==> src/rtl/chacha20_poly1305_feeder_if.sv <==
// Upstream word stream into the chacha20/poly1305 block feeder.
// Master drives words; the feeder (slave) returns ready.
interface chacha20_poly1305_feeder_if;
    logic        s_valid;
    logic        s_ready;
    logic [31:0] s_data;
    logic        s_last;
    logic [2:0]  s_bytes;

    modport master (
        output s_valid,
        output s_data,
        output s_last,
        output s_bytes,
        input  s_ready
    );

    modport slave (
        input  s_valid,
        input  s_data,
        input  s_last,
        input  s_bytes,
        output s_ready
    );
endinterface

==> src/rtl/chacha20_poly1305_feeder.sv <==
// Packs 32-bit words into zero-padded blocks and sequences the
// core's init/next/done handshakes with a per-wait timeout.
module chacha20_poly1305_feeder #(
    parameter int BLK_WORDS = 16,
    parameter int TIMEOUT   = 1024,
    parameter int LEN_W     = 32
) (
    input  logic                   clk,
    input  logic                   reset_n,
    input  logic                   start,
    output logic                   busy,
    chacha20_poly1305_feeder_if.slave up,
    output logic                   core_init,
    output logic                   core_next,
    output logic                   core_done,
    output logic [32*BLK_WORDS-1:0] core_data_in,
    input  logic                   core_ready,
    input  logic                   core_valid,
    input  logic                   core_tag_ok,
    output logic [6:0]             blk_len,
    output logic [LEN_W-1:0]       msg_len,
    output logic                   err_timeout
);
    localparam int IW = (BLK_WORDS > 1) ? $clog2(BLK_WORDS) : 1;
    localparam int CW = $clog2(TIMEOUT + 1);
    localparam int DW = 32 * BLK_WORDS;

    typedef enum logic [2:0] {
        IDLE, INIT, FILL, ISSUE, FIN
    } state_t;

    state_t        state;
    logic [IW-1:0] idx;
    logic [CW-1:0] wait_cnt;
    logic          more;
    logic          phase;

    logic [2:0]    take;
    logic [31:0]   wmask;
    logic [31:0]   wdata;
    logic [6:0]    new_blk;
    logic          last_slot;
    logic          waiting;
    logic          wait_in;
    logic          expired;

    always_comb begin
        take = 3'd4;
        if (up.s_last && up.s_bytes < 3'd4)
            take = up.s_bytes;
        unique case (take)
            3'd0:    wmask = 32'h0000_0000;
            3'd1:    wmask = 32'hff00_0000;
            3'd2:    wmask = 32'hffff_0000;
            3'd3:    wmask = 32'hffff_ff00;
            default: wmask = 32'hffff_ffff;
        endcase
        wdata     = up.s_data & wmask;
        new_blk   = blk_len + 7'(take);
        last_slot = idx == IW'(BLK_WORDS - 1);
        waiting   = state inside {INIT, ISSUE, FIN};
        // phase 0 waits for ready, phase 1 for the result
        wait_in   = core_ready;
        if (phase)
            wait_in = (state == ISSUE) ? core_valid
                                       : core_tag_ok;
        expired   = wait_cnt == CW'(TIMEOUT - 1);
    end

    assign busy       = state != IDLE;
    assign up.s_ready = state == FILL;

    always_ff @(posedge clk or negedge reset_n) begin
        if (!reset_n) begin
            state        <= IDLE;
            idx          <= '0;
            wait_cnt     <= '0;
            more         <= 1'b0;
            phase        <= 1'b0;
            core_init    <= 1'b0;
            core_next    <= 1'b0;
            core_done    <= 1'b0;
            core_data_in <= '0;
            blk_len      <= '0;
            msg_len      <= '0;
            err_timeout  <= 1'b0;
        end else begin
            core_init <= 1'b0;
            core_next <= 1'b0;
            core_done <= 1'b0;
            if (waiting && !wait_in) begin
                if (expired) begin
                    err_timeout <= 1'b1;
                    state       <= IDLE;
                    phase       <= 1'b0;
                    wait_cnt    <= '0;
                end else begin
                    wait_cnt <= wait_cnt + 1'b1;
                end
            end else begin
                wait_cnt <= '0;
                unique case (state)
                    IDLE: if (start) begin
                        state        <= INIT;
                        idx          <= '0;
                        more         <= 1'b0;
                        phase        <= 1'b0;
                        core_data_in <= '0;
                        blk_len      <= '0;
                        msg_len      <= '0;
                        err_timeout  <= 1'b0;
                    end
                    INIT: begin
                        core_init <= 1'b1;
                        state     <= FILL;
                    end
                    FILL: if (up.s_valid) begin
                        for (int i = 0; i < BLK_WORDS; i++)
                            if (idx == IW'(i))
                                core_data_in[DW-32*(i+1) +: 32] <= wdata;
                        idx     <= idx + 1'b1;
                        blk_len <= new_blk;
                        msg_len <= msg_len + LEN_W'(take);
                        if (up.s_last) begin
                            more  <= 1'b0;
                            state <= (new_blk != '0) ? ISSUE : FIN;
                        end else if (last_slot) begin
                            more  <= 1'b1;
                            state <= ISSUE;
                        end
                    end
                    ISSUE: if (!phase) begin
                        core_next <= 1'b1;
                        phase     <= 1'b1;
                    end else begin
                        phase <= 1'b0;
                        if (more) begin
                            state        <= FILL;
                            idx          <= '0;
                            blk_len      <= '0;
                            core_data_in <= '0;
                        end else begin
                            state <= FIN;
                        end
                    end
                    FIN: if (!phase) begin
                        core_done <= 1'b1;
                        phase     <= 1'b1;
                    end else begin
                        phase <= 1'b0;
                        state <= IDLE;
                    end
                    default: state <= IDLE;
                endcase
            end
        end
    end
endmodule

==> src/flat_wrapper.sv <==
// flat-port wrapper written by rule: the top's interface ports become plain ports
module chacha20_poly1305_feeder_flat 
#(
    parameter int BLK_WORDS = 16,
    parameter int TIMEOUT   = 1024,
    parameter int LEN_W     = 32
)
  (clk, reset_n, start, busy, core_init, core_next, core_done, core_data_in, core_ready, core_valid, core_tag_ok, blk_len, msg_len, err_timeout, up_s_valid, up_s_data, up_s_last, up_s_bytes, up_s_ready);
  chacha20_poly1305_feeder_if up_i ();
  input  logic clk;
  input  logic reset_n;
  input  logic start;
  output logic busy;
  output logic core_init;
  output logic core_next;
  output logic core_done;
  output logic [32*BLK_WORDS-1:0] core_data_in;
  input  logic core_ready;
  input  logic core_valid;
  input  logic core_tag_ok;
  output logic [6:0] blk_len;
  output logic [LEN_W-1:0] msg_len;
  output logic err_timeout;
  input wire logic [$bits(up_i.s_valid)-1:0] up_s_valid;
  input wire logic [$bits(up_i.s_data)-1:0] up_s_data;
  input wire logic [$bits(up_i.s_last)-1:0] up_s_last;
  input wire logic [$bits(up_i.s_bytes)-1:0] up_s_bytes;
  output wire logic [$bits(up_i.s_ready)-1:0] up_s_ready;
  assign up_i.s_valid = up_s_valid;
  assign up_i.s_data = up_s_data;
  assign up_i.s_last = up_s_last;
  assign up_i.s_bytes = up_s_bytes;
  assign up_s_ready = up_i.s_ready;
  chacha20_poly1305_feeder #(.BLK_WORDS(BLK_WORDS), .TIMEOUT(TIMEOUT), .LEN_W(LEN_W)) u_core (.clk(clk), .reset_n(reset_n), .start(start), .busy(busy), .up(up_i), .core_init(core_init), .core_next(core_next), .core_done(core_done), .core_data_in(core_data_in), .core_ready(core_ready), .core_valid(core_valid), .core_tag_ok(core_tag_ok), .blk_len(blk_len), .msg_len(msg_len), .err_timeout(err_timeout));
endmodule
==> config.mk <==
export PLATFORM = sky130hd
export DESIGN_NAME = chacha20_poly1305_feeder_flat
export DESIGN_NICKNAME = d
export VERILOG_FILES = /design/src/rtl/chacha20_poly1305_feeder_if.sv /design/src/rtl/chacha20_poly1305_feeder.sv /design/src/flat_wrapper.sv
export SDC_FILE = /design/constraint.sdc
export NUM_CORES = 1
export LEC_CHECK = 0
export BUFFER_PORTS_ARGS = -buffer_cell sky130_fd_sc_hd__buf_4
export CAP_MARGIN = 20
export CORE_MARGIN = 2
export CORE_UTILIZATION = 35
export CTS_BUF_LIST = sky130_fd_sc_hd__clkbuf_8
export DETAILED_ROUTE_END_ITERATION = 12
export GPL_ROUTABILITY_DRIVEN = 0
export PLACE_DENSITY = 0.58
export RECOVER_POWER = 50
export SLEW_MARGIN = 20
export SYNTH_ARGS = -nofsm -noshare
export SYNTH_HDL_FRONTEND = slang
export SYNTH_SLANG_ARGS = --single-unit
export TNS_END_PERCENT = 50
==> constraint.sdc <==
create_clock -name clk -period 2.2 [get_ports clk]
set_input_delay 0.11 -clock clk [delete_from_list [all_inputs] [get_ports clk]]
set_output_delay 0.11 -clock clk [all_outputs]
set_load 0.01 [all_outputs]
### Word-level counts from Yosys, hierarchy flattened

Index checks and enable logic that the tools add are counted.

| cells by class | value |
|---|---|
| add/subtract/negate cells | 4 |
| order comparisons | 1 |
| eq/ne operators | 50 |
| muxes and demuxes | 69 |
| bitwise operators | 2 |
| reductions and logical operators | 37 |

Operators by type and width:

| kind | count |
|---|---|
| $mux W512 | 4 |
| $pmux W512 S3 | 1 |
| $mux W32 | 18 |
| $pmux W32 S4 | 1 |
| $reduce_and A7 Y1 | 16 |
| $pmux W32 S2 | 1 |
| $ne A2 B1 Y1 const B | 19 |
| $mux W3 | 11 |
| $add A32 B3 Y32 | 1 |
| $and A32 B32 Y32 | 1 |
| $eq A4 B4 Y1 const B | 8 |
| $mux W7 | 4 |
| $mux W11 | 2 |
| $pmux W7 S3 | 1 |
| $mux W1 | 18 |
| $eq A4 B3 Y1 const B | 4 |
| $mux W4 | 4 |
| $ne A3 B2 Y1 const B | 5 |
| $pmux W3 S5 | 1 |
| $eq A3 B2 Y1 const B | 4 |
| $pmux W4 S3 | 1 |
| $reduce_and A6 Y1 | 2 |
| $reduce_bool A3 Y1 | 4 |
| $add A11 B1 Y11 const B | 1 |
| 22 further kinds | 31 |

| storage, ports and cells | value |
|---|---|
| register bits after elaboration | 575 |
| input port bits | 43 |
| output and inout bits | 557 |
| logic and storage cells | 190 |

### Logic depth before layout (Yosys ltp)

| depth | value |
|---|---|
| depth after elaboration | 10 |
| gate-level depth with buffers | 10 |
| gate-level depth less buffers | 10 |

### Worst setup path before layout

Ideal clock, no wire load.

| timing | value |
|---|---|
| path kind | register to register |
| from | reg u_core.state[2] |
| to | reg u_core.core_data_in[4] |
| library setup time | 0.125 ns |
| arrival time | 1.996 ns |
| required time | 2.075 ns |
| setup slack | 0.080 ns |
| stages on the path, launching flop included | 9 |
| path buffers | 2 |
| period minus slack after synthesis | 2.120 ns |
| cells stage by stage | dfrtp_1 > buf_4 > nand3b_1 > a211oi_1 > o21a_2 > nor2_4 > o21ai_1 > buf_4 > mux2_2 |

| between the ends | value |
|---|---|
| word-level cells in the longest chain between the ends | 7 |
| elaborated cells on any way between the ends | 19 |
| classes of those cells | eq/ne: 9; mux: 3; bitwise: 1; reduce/logical: 6 |

RTL lines:

| element | line | source |
|---|---|---|
| start: declaration | chacha20_poly1305_feeder.sv:32 | `state_t state;` |
| start signal: assignment | chacha20_poly1305_feeder.sv:126 | `state <= (new_blk != '0) ? ISSUE : FIN;` |
| $eq A3 B2 Y1 | chacha20_poly1305_feeder.sv:61, chacha20_poly1305_feeder.sv:65, chacha20_poly1305_feeder.sv:102 |  |
| $mux W1 | chacha20_poly1305_feeder.sv:65 | `wait_in = (state == ISSUE) ? core_valid` |
| $mux W1 | chacha20_poly1305_feeder.sv:64 | `if (phase)` |
| $logic_not A1 Y1 | chacha20_poly1305_feeder.sv:91 | `if (waiting && !wait_in) begin` |
| $logic_and A1 B1 Y1 | chacha20_poly1305_feeder.sv:91 |  |
| $not A1 Y1 (no line) | -- |  |
| $reduce_and A7 Y1 (no line) | -- |  |
| end signal: indexed assignment | chacha20_poly1305_feeder.sv:120 | `core_data_in[DW-32*(i+1) +: 32] <= wdata;` |
| end: declaration | chacha20_poly1305_feeder.sv:16 | `output logic [32*BLK_WORDS-1:0] core_data_in,` |

Parallel ways exist; a longest one is shown, timed or not.
A chain may end at the register's enable or synchronous reset.

### Final worst setup path

| timing | value |
|---|---|
| from | reg u_core.state[2] |
| to | reg u_core.core_data_in[165] |

The elaborated chain is that of the path after synthesis.

==> metrics.csv <==
metric,value,unit
status,finished with violations,
violations,"capacitance limit, slew limit",
dpl.hpwl,59100,µm
worstHoldStart,up_s_valid,
synth_edf_count,0,
netlist.area_leader.share,63.7,%
area.sequential,14400,µm²
clock_skew,0.0442,ns
clock_sinks,575,
p_seq_share,37.1,%
cts-htree-levels,3,
clk_latency,0.71,ns
die-area,66600,µm²
synth_common_cells,"575 x dfrtp_1, 312 x o2bb2ai_1, 129 x nand2_1",
finalHoldViolCount,0,
row_count,93,
hp-class,input port to register,
max_freq,455,MHz
p_per_area,1140,nW/µm²
grt_pass1_vias,18600,
path_clk_slew,0.06,ns
critPathMaxFanout,10,
drive_above_1_share,34.2,%
hold_path_end,u_core.core_done,
ioPinCount,600,
p_sw,13.2,mW
grt_pass1_wl,126000,µm
p_sw_share,36.6,%
multi_input_area,7570,µm²
maxSlewViolCount,12,
endpoint_kind,register,
yosys.cell_count.top_type,dfrtp_1,
intPower,22.8,mW
regToRegSetupSlack,0.0004,ns
num_vias,18000,
fin_crit,2.20,ns
whs,0.159,ns
antenna_left,0,
power,36.0,mW
fin_nets,2524,
drc,0,
ys_seq_elements,575,
grt_max_degree,81,
relSlewSlack,-28.1,%
grt_overflow_total,0,
wl_per_cell,25.5,µm
wirelength,86600,µm
leakagePower,14.9,nW
timing.rr.end,u_core.core_data_in[165],
hold_depth,5,
synthCells,1700,
critical_path_class,register to register,
nFillCells,5892,
pwr-share-clk,27.7,%
numCtsBuffers,96,
maxCapViolCount,1,
port-buffer-count,599,
place_ws,-0.0443,ns
ys.flop_type,dfrtp_1,
grtUsageTotal,25.3,%
synth.distinct_cells,66,
drtIter0Drc,1215,
reg2reg_from,u_core.state[2],
initial_core_util,35.2,%
clockRootBuffer,clkbuf_8,
fin_crit_sh,100,%
netlist_area,22600,µm²
worstMarginPinSlew,1.92,ns
yosys_warnings,0,
drt_first_pass_iters,7,
finalSetupViolations,0,
core-area,64100,µm²
ys_seq_area_share,63.7,%
power_frac_comb,35.2,%
timing.final.ws_setup,0.000352,ns
area_delta_synth_final,39.3,%
worstSetupStartpointType,register,
ir_worst_vdd,0.000678,V
grt_antenna_before_repair,3,
synthTopCellsByArea,"dfrtp_1 64%, o2bb2ai_1 12%, mux2_2 6.3%",
rsz0062_at_grt,yes,
arrival,2.76,ns
ff2ff_path_depth,6,
worstPathRequired,2.76,ns
synth.avg_cell_area,13.3,µm²
fin_util,49.1,%
vias_per_cell,5.30,
cts.path.max_buffers,3,
dieWidth,258,µm
synth_top_area_cell,dfrtp_1,
async_flop_share,100,%
fp.dieH,258,µm
cts_tree,done,
synth_nets,1754,
## cell families (layout without fill, tap and decap cells)
logic type,Yosys count,after routing,share of synthesized area (%)
DFF,575,575,63.7
AOI/OAI and AO/OA,453,454,16.4
and+or+nand+nor,325,326,7.15
buffers and inverters,167,1010,4.15
muxes,132,132,6.61
xor gates and xnor gates,36,36,1.40
adders and majority gates,12,12,0.653
other,0,2,0
## registers in the layout (all words and copies together), names as in the netlist
register / flops
u_core.core_data_in: 512
u_core.core_init: 1
u_core.idx: 4
u_core.core_done: 1
u_core.msg_len: 32
u_core.core_next: 1
u_core.err_timeout: 1
u_core.wait_cnt: 11
u_core.blk_len: 7
u_core.state: 3
u_core.phase: 1
u_core.more: 1
## per-stage QoR
stage	instances	TNS (ns)	cell area (µm²)
5_1_grt	3401	-0.732	31500
4_1_cts	3385	0	32000
3_3_place_gp	3171	-0.161	29500
6_report	3402	0	31500
2_1_floorplan	1700	0	22600
3_5_place_dp	3171	-0.561	29500
## placed cells by master, fill, tap and decap left out, types with 4 or more instances in the layout
master         netlist  routed
buf_12               0      71
clkbuf_8             0     128
nor2b_1              7       6
nand4_1             12      12
a21oi_1             15      14
nand2_4             10       5
nand2_1            129     128
clkbuf_16            0       5
o2bb2ai_2            0       5
o2bb2ai_1          312     307
nand2_8              0       6
clkbuf_1            49     246
nand2b_1             7       7
ha_1                11       8
o21ai_0             69      67
and3_1               8       8
dfrtp_1            575     571
inv_1               15      43
nand3_1             38      33
and2_1              15      14
o21ai_4              0       4
dfrtp_2              0       4
clkbuf_2             2      10
xnor2_1             18      18
or3_1                7       5
xor2_1              18      17
buf_4               34     436
nor2_1              55      55
mux2_2             126     126
clkinv_2             0       9
nor3_1              12      11
a32o_1              25      25
buf_6               17       7
dlygate4sd3_1        0      40
## metal layers
metal / share of wire, % / wire length [µm] / track usage [%] / up-vias
li1: - / - / - / 7799
met1: 40 / 34700 / 31.6 / 9240
met2: 47 / 40600 / 40.4 / 789
met3: 8.9 / 7750 / 7.80 / 187
met4: 4.2 / 3640 / 11.5 / 0
met5: 0 / 0 / 0 / -
## what timing repair did
item | 4_1_cts | 5_1_grt
hold endpoints to repair | 1051 | 0
hold buffers | 41 | 0
gates cloned | 0 | 8
pin swaps | 1 | 8
gates resized for setup | 6 | 49
buffers inserted | 0 | 7
setup endpoints to repair | 110 | 352
## critical path: stages (launching register included)
cell      delay (ns)
dfrtp_1         0.44
and4b_1         0.33
a211oi_2        0.07
o21a_2          0.23
or3_2           0.52
buf_6           0.19
mux2_4          0.30
## final cells by class
cell class,count,share of cell area (%)
inverter,17,0.207
sequential,575,45.7
clock buffer,128,5.59
multi-input combinational,960,24.0
clock inverter,45,0.914
tap,855,3.40
timing repair buffer,820,20.1
antenna,2,0.0159
## how the worst max path moves through the flow
stage,start,to,slack (ns),depth (start not counted)
6_report,u_core.state[2],u_core.core_data_in[165],0.0004,6
5_1_grt,u_core.state[2],u_core.core_data_in[145],-0.05,9
4_1_cts,u_core.state[2],u_core.core_data_in[165],0.0005,6
3_3_place_gp,up_s_last,u_core.state[1],-0.04,11
2_1_floorplan,u_core.state[2],u_core.core_data_in[4],0.08,8
3_5_place_dp,u_core.state[1],u_core.core_data_in[384],-0.04,4
## power by group through the flow
stage / clock (mW) / combinational (mW) / sequential, mW
finish: 9.96 / 12.7 / 13.3
global route: 10.7 / 13.4 / 13.6
CTS: 10.2 / 12.9 / 13.4
detailed placement: 0 / 12.8 / 13.5
global placement: 0 / 12.6 / 13.4
floorplan: 0 / 5.24 / 14.1
Power figures use the tool's default switching activity.
